===== config.mk =====
export PLATFORM = sky130hd
export DESIGN_NAME = esc_array_flat
export DESIGN_NICKNAME = d
export VERILOG_FILES = /design/src/rtl/esc_pkg.sv /design/src/rtl/esc_if.sv /design/src/rtl/esc_channel.sv /design/src/rtl/esc_array.sv /design/src/flat_wrapper.sv
export SDC_FILE = /design/constraint.sdc
export NUM_CORES = 1
export LEC_CHECK = 0
export CORE_ASPECT_RATIO = 0.6
export CORE_MARGIN = 5
export CORE_UTILIZATION = 58
export CTS_BUF_LIST = sky130_fd_sc_hd__clkbuf_16
export DETAILED_ROUTE_END_ITERATION = 7
export PLACE_DENSITY = 0.81
export SYNTH_ARGS = -nofsm -noshare
export SYNTH_HDL_FRONTEND = slang
export SYNTH_SLANG_ARGS = --single-unit

===== constraint.sdc =====
create_clock -name clk -period 3.7 [get_ports clk]
set_input_delay 1.11 -clock clk [delete_from_list [all_inputs] [get_ports clk]]
set_output_delay 1.11 -clock clk [all_outputs]
set_load 0.05 [all_outputs]

===== src/rtl/esc_pkg.sv =====
// rtl/esc_pkg.sv - shared defaults and the frame-fit check for the ESC array.
package esc_pkg;

  localparam int DEF_N_CH      = 4;
  localparam int DEF_SPD_W     = 11;
  localparam int DEF_PERIOD_W  = 18;
  localparam int DEF_MIN_PULSE = 50000;
  localparam int DEF_SCALE     = 3;
  localparam int DEF_SLEW      = 0;

  // The widest possible pulse must end strictly before the frame wraps.
  function automatic bit pulse_fits(input int period_w, input int spd_w,
                                    input int min_pulse, input int scale);
    longint max_pulse;
    max_pulse = longint'(min_pulse) + ((longint'(1) << spd_w) - 1) * longint'(scale);
    return max_pulse < (longint'(1) << period_w);
  endfunction

endpackage


===== src/rtl/esc_if.sv =====
// rtl/esc_if.sv - speed/command inputs and PWM/telemetry outputs of the ESC array.
interface esc_if
  import esc_pkg::*;
#(
  parameter int N_CH  = DEF_N_CH,
  parameter int SPD_W = DEF_SPD_W
);

  logic [N_CH*SPD_W-1:0] spd;
  logic                  motors_off;
  logic [N_CH-1:0]       pwm;
  logic                  frame_strt;
  logic [N_CH*SPD_W-1:0] spd_applied;

  modport master (
    output spd, motors_off,
    input  pwm, frame_strt, spd_applied
  );

  modport slave (
    input  spd, motors_off,
    output pwm, frame_strt, spd_applied
  );

endinterface


===== src/rtl/esc_channel.sv =====
// rtl/esc_channel.sv - one motor: slew limiter, applied speed, pulse width and PWM compare.
module esc_channel
  import esc_pkg::*;
#(
  parameter int SPD_W     = DEF_SPD_W,
  parameter int PERIOD_W  = DEF_PERIOD_W,
  parameter int MIN_PULSE = DEF_MIN_PULSE,
  parameter int SCALE     = DEF_SCALE,
  parameter int SLEW      = DEF_SLEW
) (
  input  logic                clk,
  input  logic                rst_n,
  input  logic                boundary_i,
  input  logic [PERIOD_W-1:0] cnt_i,
  input  logic [SPD_W-1:0]    tgt_i,
  input  logic                motors_off_i,
  input  logic                off_frame_i,
  output logic                pwm_o,
  output logic [SPD_W-1:0]    applied_o
);

  localparam logic [SPD_W:0]    SLEW_V  = (SPD_W+1)'(SLEW);
  localparam logic [PERIOD_W-1:0] MIN_V   = PERIOD_W'(MIN_PULSE);
  localparam logic [PERIOD_W-1:0] SCALE_V = PERIOD_W'(SCALE);

  logic [SPD_W-1:0]    applied_q, applied_d, slewed;
  logic [PERIOD_W-1:0] pulse_q, pulse_d;
  logic                pwm_q, pwm_d;
  logic [SPD_W:0]      up_gap, dn_gap;

  // Gaps are only used on the side where tgt lies, so the step never crosses tgt or wraps.
  always_comb begin
    up_gap = {1'b0, tgt_i} - {1'b0, applied_q};
    dn_gap = {1'b0, applied_q} - {1'b0, tgt_i};
    slewed = tgt_i;
    if (SLEW != 0) begin
      if ((tgt_i > applied_q) && (up_gap > SLEW_V)) begin
        slewed = applied_q + SLEW_V[SPD_W-1:0];
      end else if ((tgt_i < applied_q) && (dn_gap > SLEW_V)) begin
        slewed = applied_q - SLEW_V[SPD_W-1:0];
      end
    end
  end

  always_comb begin
    applied_d = applied_q;
    pulse_d   = pulse_q;
    if (boundary_i) begin
      applied_d = motors_off_i ? '0 : slewed;
      pulse_d   = MIN_V + PERIOD_W'(applied_d) * SCALE_V;
    end
  end

  // pulse_d already holds the new width on the boundary cycle, so the first high cycle uses it.
  assign pwm_d = (cnt_i < pulse_d) && !motors_off_i && !off_frame_i;

  always_ff @(posedge clk or negedge rst_n) begin
    if (!rst_n) begin
      applied_q <= '0;
      pulse_q   <= MIN_V;
      pwm_q     <= 1'b0;
    end else begin
      applied_q <= applied_d;
      pulse_q   <= pulse_d;
      pwm_q     <= pwm_d;
    end
  end

  assign pwm_o     = pwm_q;
  assign applied_o = applied_q;

endmodule


===== src/rtl/esc_array.sv =====
// rtl/esc_array.sv - N-channel ESC driver sharing one frame counter, with frame strobe and readback.
module esc_array
  import esc_pkg::*;
#(
  parameter int N_CH      = DEF_N_CH,
  parameter int SPD_W     = DEF_SPD_W,
  parameter int PERIOD_W  = DEF_PERIOD_W,
  parameter int MIN_PULSE = DEF_MIN_PULSE,
  parameter int SCALE     = DEF_SCALE,
  parameter int SLEW      = DEF_SLEW
) (
  input logic  clk,
  input logic  rst_n,
  esc_if.slave bus
);

  if (!pulse_fits(PERIOD_W, SPD_W, MIN_PULSE, SCALE)) begin : g_pulse_chk
    $fatal(1, "esc_array: MIN_PULSE + max speed * SCALE does not fit in the frame");
  end

  logic [PERIOD_W-1:0] cnt_q, cnt_d;
  logic                off_frame_q, off_frame_d;
  logic                frame_strt_q, frame_strt_d;
  logic                boundary;

  assign boundary = (cnt_q == '0);

  // off_frame_d is the effective flag for this cycle: on a boundary it already reflects motors_off.
  always_comb begin
    cnt_d        = cnt_q + 1'b1;
    frame_strt_d = boundary;
    off_frame_d  = boundary ? bus.motors_off : off_frame_q;
  end

  always_ff @(posedge clk or negedge rst_n) begin
    if (!rst_n) begin
      cnt_q        <= '0;
      off_frame_q  <= 1'b0;
      frame_strt_q <= 1'b0;
    end else begin
      cnt_q        <= cnt_d;
      off_frame_q  <= off_frame_d;
      frame_strt_q <= frame_strt_d;
    end
  end

  assign bus.frame_strt = frame_strt_q;

  for (genvar g = 0; g < N_CH; g++) begin : g_ch
    esc_channel #(
      .SPD_W    (SPD_W),
      .PERIOD_W (PERIOD_W),
      .MIN_PULSE(MIN_PULSE),
      .SCALE    (SCALE),
      .SLEW     (SLEW)
    ) u_ch (
      .clk         (clk),
      .rst_n       (rst_n),
      .boundary_i  (boundary),
      .cnt_i       (cnt_q),
      .tgt_i       (bus.spd[g*SPD_W +: SPD_W]),
      .motors_off_i(bus.motors_off),
      .off_frame_i (off_frame_d),
      .pwm_o       (bus.pwm[g]),
      .applied_o   (bus.spd_applied[g*SPD_W +: SPD_W])
    );
  end

endmodule


===== src/flat_wrapper.sv =====
// flat-port wrapper written by rule: the top's interface ports become plain ports
module esc_array_flat import esc_pkg::*;
#(
  parameter int N_CH      = DEF_N_CH,
  parameter int SPD_W     = DEF_SPD_W,
  parameter int PERIOD_W  = DEF_PERIOD_W,
  parameter int MIN_PULSE = DEF_MIN_PULSE,
  parameter int SCALE     = DEF_SCALE,
  parameter int SLEW      = DEF_SLEW
)
  (clk, rst_n, bus_spd, bus_motors_off, bus_pwm, bus_frame_strt, bus_spd_applied);
  esc_if #(.N_CH(N_CH), .SPD_W(SPD_W)) bus_i ();
  input logic clk;
  input logic rst_n;
  input wire logic [$bits(bus_i.spd)-1:0] bus_spd;
  input wire logic [$bits(bus_i.motors_off)-1:0] bus_motors_off;
  output wire logic [$bits(bus_i.pwm)-1:0] bus_pwm;
  output wire logic [$bits(bus_i.frame_strt)-1:0] bus_frame_strt;
  output wire logic [$bits(bus_i.spd_applied)-1:0] bus_spd_applied;
  assign bus_i.spd = bus_spd;
  assign bus_i.motors_off = bus_motors_off;
  assign bus_pwm = bus_i.pwm;
  assign bus_frame_strt = bus_i.frame_strt;
  assign bus_spd_applied = bus_i.spd_applied;
  esc_array #(.N_CH(N_CH), .SPD_W(SPD_W), .PERIOD_W(PERIOD_W), .MIN_PULSE(MIN_PULSE), .SCALE(SCALE), .SLEW(SLEW)) u_core (.clk(clk), .rst_n(rst_n), .bus(bus_i));
endmodule

==> impl_metrics.tcl, run 1 <==
set metrics [dict create \
    status "finished, violations left" \
    violations "negative setup slack" \
    die_h_um 108 \
    die_w_um 174 \
    ant_nets 0 \
    grt_pass1_vias 9289 \
    holdWs_ns 0.462 \
    ios 96 \
    synth_top_area_cell "dfrtp_1" \
    post-dp-hpwl_mm 19.0 \
    yosysUniqueCellTypes 51 \
    cts_buffers 17 \
    holdBufCountCts 0 \
    relSlewSlack 0.566 \
    maxSlewViolCount 0 \
    core_sq_mm 0.0160 \
    ys_warn_count 0 \
    clk_pin_slew_ns 0.06 \
    cp_max_fo 4 \
    ys.flop_type "dfrtp_1" \
    hold_path_class "reg -> reg" \
    fmax_mhz 220 \
    gp_congestion 0.873 \
    synth_edf_count 0 \
    p_leak_nw 6.82 \
    grt_first_pass_wirelength_mm 46.7 \
    syn-cell-area_sq_mm 0.00937 \
    vias 9009 \
    ys_ff_latch 140 \
    drtIter0Drc 696 \
    crit_arrival_ns 4.90 \
    synthCells 1032 \
    design_area_sq_mm 0.0134 \
    io_buffers 95 \
    r2r_slack_ns 0.11 \
    synth_common_cells "nand2_1, ha_1, inv_1, dfrtp_1, o21ai_0" \
    ctsLongestPathBuffers 2 \
    antenna_cells 0 \
    dp.cells 1440 \
    dieArea_sq_mm 0.0189 \
    clock_latency_ns 0.44 \
    required_ns 4.05 \
    grt_overflow 0 \
    nNetsFinal 1483 \
    p_per_area_mw_per_mm2 368 \
    tightest_slew_ns 0.652 \
    min_period_ns 4.55 \
    viasPerCell 5.95 \
    track_usage 0.313 \
    synth_most_common_cell "nand2_1" \
    grt_max_degree 66 \
    pre_cts_slack_ns -1.33 \
    cts_root_buffer "clkbuf_16" \
    max_cap_viol_count 0 \
    tns_ns -2.56 \
    path_delay_family "compound AO/OA/AOI/OAI gates" \
    wl_per_cell_um 20.3 \
    fin_worst_skew_ns 0.0173 \
    cp_cell_sequence "clkdlybuf4s50_1, nand2_1, inv_1, ha_1, ha_4, nand3_1, o2111ai_2, buf_4, a21o_1, a21oi_1, xor2_1, o21a_1, ha_1, nand4_1, buf_4, nor4_4, a2111oi_2, o221a_1" \
    first_pass_iters 5 \
    syn_avg_cell_area_sq_um 9.08 \
    syn2layout_area_growth_pct 42.7 \
    wl_mm 30.8 \
    start_kind "input port" \
    cts.sinks 140 \
    htreeDepth 4 \
    initial_core_util 0.585 \
    num_rows 36 \
    drcViolationCount 0 \
    hold_viol_final 0 \
    period_share 1.23 \
    fin_cells 1513 \
    crit_slowest_cell "a2111oi_2" \
    seq_area_frac_synth 0.377 \
    setup_viol 4 \
    final_layout_size_suffix_gt1_frac 0.307 \
    cts_tree "done" \
    crit_type "in -> reg" \
    antenna_found_initial 0 \
    crit_buf_inv 4 \
    synth_area_leaders "dfrtp_1, ha_1, dfstp_2, nand2_1, inv_1" \
    peakVddDrop_uv 324 \
    critPathCaptureType "flip-flop" \
    slowest_delay_ns 0.43 \
    rsz0062_at_grt "yes" \
    dpl_cell_area_sq_mm 0.0118 \
    synth_nets 1224 \
    netlist.area_leader.share 0.310 \
    worst_slack_ns -0.854 \
    ys_async_sr_fraction 1.00 \
]
## per-layer routing
| metal | share of wire | wire length, um | up-vias | track usage |
|---|---|---|---|---|
| li1 | - | - | 4023 | - |
| met1 | 0.40 | 12400 | 4418 | 0.387 |
| met2 | 0.47 | 14600 | 438 | 0.531 |
| met3 | 0.071 | 2190 | 130 | 0.0643 |
| met4 | 0.050 | 1540 | 0 | 0.151 |
| met5 | 0 | 0 | - | 0 |
## final cells by class
class                   instances  area, sq um
flip-flops and latches        140         3530
multi-input cells             739         6130
repair inverters                1         20.0
inverters                     118          472
clock inverters                15          126
repair buffers                274         2400
well taps                     209          262
fillers                       815         2660
clock buffers                  17          425
## flip-flops by register name (all words and copies together) (netlist names)
name                        count
u_core.cnt_q                   18
u_core.g_ch.u_ch.pulse_q       72
u_core.g_ch.u_ch.applied_o     44
u_core.off_frame_q              1
u_core.bus.frame_strt           1
u_core.g_ch.u_ch.pwm_o          4
## worst paths after layout
path	startpoint	endpoint	cells past startpoint
max	bus_spd[5]	u_core.g_ch[0].u_ch.pwm_o$_DFF_PN0_	18
min	u_core.g_ch[2].u_ch.pulse_q[16]$_DFF_PN0_	u_core.g_ch[2].u_ch.pulse_q[16]$_DFF_PN0_	2
max reg2reg	u_core.cnt_q[0]$_DFF_PN0_	u_core.g_ch[0].u_ch.pwm_o$_DFF_PN0_	13
min reg2reg	u_core.g_ch[2].u_ch.pulse_q[16]$_DFF_PN0_	u_core.g_ch[2].u_ch.pulse_q[16]$_DFF_PN0_	2
max in group asynchronous	rst_n	u_core.g_ch[2].u_ch.pulse_q[14]$_DFF_PN1_	2
min in group asynchronous	rst_n	u_core.g_ch[1].u_ch.applied_o[8]$_DFFE_PN0P_	1
## what timing repair did
action	in CTS	in global routing
endpoints found under the setup margin	4	4
buffers inserted	21	19
resized for setup	132	60
gates cloned	0	1
pin swaps	87	70
## cell families after synthesis
group           count (synthesis)  synth area share
flops                         140             0.377
buf+inv                       153            0.0631
fa+ha+maj                     145             0.197
xor+xnor                       52            0.0486
compound gates                212             0.142
simple gates                  315             0.155
mux                            15            0.0175
## worst min-delay path, delay by kind of cell (launching register included)
| kind | cells | cell delay (ns) |
|---|---|---|
| flip-flops | 1 | 0.32 |
| AND/OR/NAND/NOR | 1 | 0.06 |
| buffers and inverters | 1 | 0.05 |
## layout by cell type (no fill, tap or decap), drive strengths merged, types with 37 or more instances in the layout
cell type,netlist,routed
a21oi,44,44
inv,118,120
o21ai,72,72
ha,141,141
clkdlybuf4s50,0,68
buf,8,184
dfrtp,116,116
nand2,161,161
nor2,44,44
xnor2,37,37
## stage by stage
step           utilization  power (W)
2_1_floorplan            -    0.00251
3_3_place_gp         0.736    0.00293
5_1_grt              0.834    0.00512
6_report             0.834    0.00492
3_5_place_dp         0.736    0.00298
4_1_cts              0.807    0.00474
## power breakdown
part           total, W  switching (W)  leakage (nW)  internal [W]
Combinational   0.00152       0.000808          4.82      0.000712
Sequential      0.00174      0.0000516          1.75       0.00169
Clock           0.00165       0.000735         0.254      0.000919
(Power assumes the default switching activity.)
==> inputs of run 2 (changes only) <==
--- a/config.mk
+++ b/config.mk
@@ -5,12 +5,15 @@
 export SDC_FILE = /design/constraint.sdc
 export NUM_CORES = 1
 export LEC_CHECK = 0
+export CAP_MARGIN = 0
 export CORE_ASPECT_RATIO = 0.6
 export CORE_MARGIN = 5
 export CORE_UTILIZATION = 58
 export CTS_BUF_LIST = sky130_fd_sc_hd__clkbuf_16
 export DETAILED_ROUTE_END_ITERATION = 7
 export PLACE_DENSITY = 0.81
+export RECOVER_POWER = 50
+export SKIP_CTS_REPAIR_TIMING = 1
 export SYNTH_ARGS = -nofsm -noshare
 export SYNTH_HDL_FRONTEND = slang
 export SYNTH_SLANG_ARGS = --single-unit
==> run 2 against run 1 <==
  * The flow finishes with violations (max-capacitance violations, max-slew violations, negative setup slack)
  * Critical endpoint is now u_core.g_ch[3].u_ch.pwm_o$_DFF_PN0_
  * Combinational power about the same
  * Global-route usage decreased by 2.8 points
  * Routed wire length increased by 7.5%
  * Clock power about the same
  * Largest cell class unchanged
  * Sequential share of layout area decreased by 0.12 points
==> impl_metrics.tcl, run 2 (synthesis gave the netlist of run 1 again) <==
set metrics [dict create \
    io_buffers 95 \
    post-dp-hpwl_mm 19.0 \
    antenna_cells 0 \
    fin_worst_skew_ns 0.00973 \
    fmax_mhz 230 \
    ant_nets 0 \
    relSlewSlack -0.174 \
    tightest_slew_ns 1.76 \
    gp_congestion 0.873 \
    worst_slack_ns -0.653 \
    crit_type "in -> reg" \
    syn2layout_area_growth_pct 43.3 \
    drtIter0Drc 800 \
    cp_max_fo 4 \
    die_h_um 108 \
    fillCellCount 796 \
    max_cap_viol_count 1 \
    status "finished, violations left" \
    final_layout_size_suffix_gt1_frac 0.303 \
    wl_mm 33.1 \
    first_pass_iters 6 \
    largest-register "u_core.g_ch.u_ch.pulse_q" \
    p_total_w 0.00497 \
    holdWs_ns 0.464 \
    grt_first_pass_wirelength_mm 43.1 \
    min_period_ns 4.35 \
    clk_pin_slew_ns 0.07 \
    grt_pass1_vias 8808 \
    hold_viol_final 0 \
    p_per_area_mw_per_mm2 370 \
    drcViolationCount 0 \
    num_rows 36 \
    clock_latency_ns 0.44 \
    ios 96 \
    initial_core_util 0.585 \
    violations "max-capacitance violations, max-slew violations, negative setup slack" \
    cts_buffers 17 \
    mostFrequentLayoutCell "nand2_1" \
    start_kind "input port" \
    track_usage 0.284 \
    ctsLongestPathBuffers 2 \
    cts_root_buffer "clkbuf_16" \
    p_leak_nw 6.92 \
    setup_viol 4 \
    largest_register_ffs 72 \
    grt_overflow 0 \
    htreeDepth 4 \
    nNetsFinal 1468 \
    viasPerCell 6.20 \
    period_share 1.18 \
    rsz0062_at_grt "yes" \
    dieArea_sq_mm 0.0189 \
    critPathCaptureType "flip-flop" \
    grt_max_degree 66 \
    die_w_um 174 \
    pre_cts_slack_ns -1.33 \
    antenna_found_initial 1 \
    vias 9282 \
    crit_arrival_ns 4.66 \
    core_sq_mm 0.0160 \
    cts.sinks 140 \
    wl_per_cell_um 22.1 \
    required_ns 4.01 \
    cts_tree "done" \
    hold_path_class "reg -> reg" \
    maxSlewViolCount 66 \
    mostFrequentLayoutCells "nand2_1, buf_4, dfrtp_1, inv_1, ha_1" \
    peakVddDrop_uv 290 \
]
-- run 2: cell count changes in the layout (fill, tap and decap cells not counted), moves of 3 or more --
cell	before	now
dlymetal6s2s_1	3	23
buf_4	165	146
dlygate4sd2_1	14	0
ha_4	28	33
clkbuf_2	1	5
ha_1	104	100
xnor2_2	6	10
clkbuf_1	0	3
clkdlybuf4s15_1	3	0
xnor2_1	30	27
-- run 2: path summary, 6_finish.rpt --
kind                                                           startpoint                                           end  slack (ns)  cells past startpoint
worst max-delay path                                          bus_spd[42]           u_core.g_ch[3].u_ch.pwm_o$_DFF_PN0_       -0.65                     16
worst min register to register  u_core.g_ch[2].u_ch.pulse_q[16]$_DFF_PN0_     u_core.g_ch[2].u_ch.pulse_q[16]$_DFF_PN0_        0.46                      2
worst max register to register                  u_core.cnt_q[0]$_DFF_PN0_           u_core.g_ch[0].u_ch.pwm_o$_DFF_PN0_       -0.11                     16
worst min-delay path            u_core.g_ch[2].u_ch.pulse_q[16]$_DFF_PN0_     u_core.g_ch[2].u_ch.pulse_q[16]$_DFF_PN0_        0.46                      2
max in group asynchronous                                           rst_n      u_core.g_ch[2].u_ch.pulse_q[0]$_DFF_PN0_        0.70                      2
min in group asynchronous                                           rst_n  u_core.g_ch[1].u_ch.applied_o[8]$_DFFE_PN0P_        1.14                      1
-- run 2: cell type report --
cell class | count | area, sq um | area share
clock buffer | 17 | 425 | 0.0317
timing repair inverter | 1 | 30.0 | 0.00224
tap | 209 | 262 | 0.0195
inverter | 118 | 469 | 0.0349
clock inverter | 15 | 126 | 0.00941
sequential | 140 | 3530 | 0.263
multi-input combinational | 739 | 6240 | 0.465
timing repair buffer | 259 | 2350 | 0.175
-- run 2: power breakdown --
part	total [W]	internal (W)	switching [W]	leakage, nW
sequential	0.00175	0.00169	0.0000546	1.75
clock	0.00167	0.000920	0.000748	0.254
combinational	0.00155	0.000706	0.000845	4.92
-- run 2: critical path, cell delays in order --
cell and delay, ns:
clkdlybuf4s50_1 0.45, nand2_1 0.21, ha_1 0.37, inv_1 0.04, ha_1 0.32, buf_4 0.17, a21oi_1 0.29, o31ai_2 0.14
xor2_1 0.25, mux2i_1 0.14, ha_1 0.33, nand3_2 0.11, nor3_4 0.25, nand3_2 0.12, o211ai_1 0.27, a211oi_2 0.09
-- run 2: per-layer routing --
layer | vias up | track usage | wire [um] | part of all wire
met4 | 2 | 0.110 | 1540 | 0.047
met1 | 4549 | 0.367 | 13100 | 0.40
met2 | 561 | 0.471 | 15800 | 0.48
li1 | 4010 | - | - | -
met3 | 160 | 0.0646 | 2620 | 0.079
met5 | - | 0 | 12 | 0.00036
-- run 2: per-stage QoR --
stage | std cells | instance area (sq um) | TNS (ns) | utilization
5_1_grt | 1498 | 13400 | -2.97 | 0.838
2_1_floorplan | 1032 | 9680 | -2.41 | -
3_5_place_dp | 1440 | 11800 | -6.22 | 0.736
6_report | 1498 | 13400 | -2.46 | 0.838
4_1_cts | 1472 | 12300 | -3.33 | 0.770
3_3_place_gp | 1440 | 11800 | -5.30 | 0.736
==> inputs of run 3 (changes only) <==
--- a/config.mk
+++ b/config.mk
@@ -11,6 +11,7 @@
 export CORE_UTILIZATION = 58
 export CTS_BUF_LIST = sky130_fd_sc_hd__clkbuf_16
 export DETAILED_ROUTE_END_ITERATION = 7
+export HOLD_SLACK_MARGIN = 0.08
 export PLACE_DENSITY = 0.81
 export RECOVER_POWER = 50
 export SKIP_CTS_REPAIR_TIMING = 1
==> results of run 3 <==
No change in the layout: final DEF, timing and power equal those of run 2.
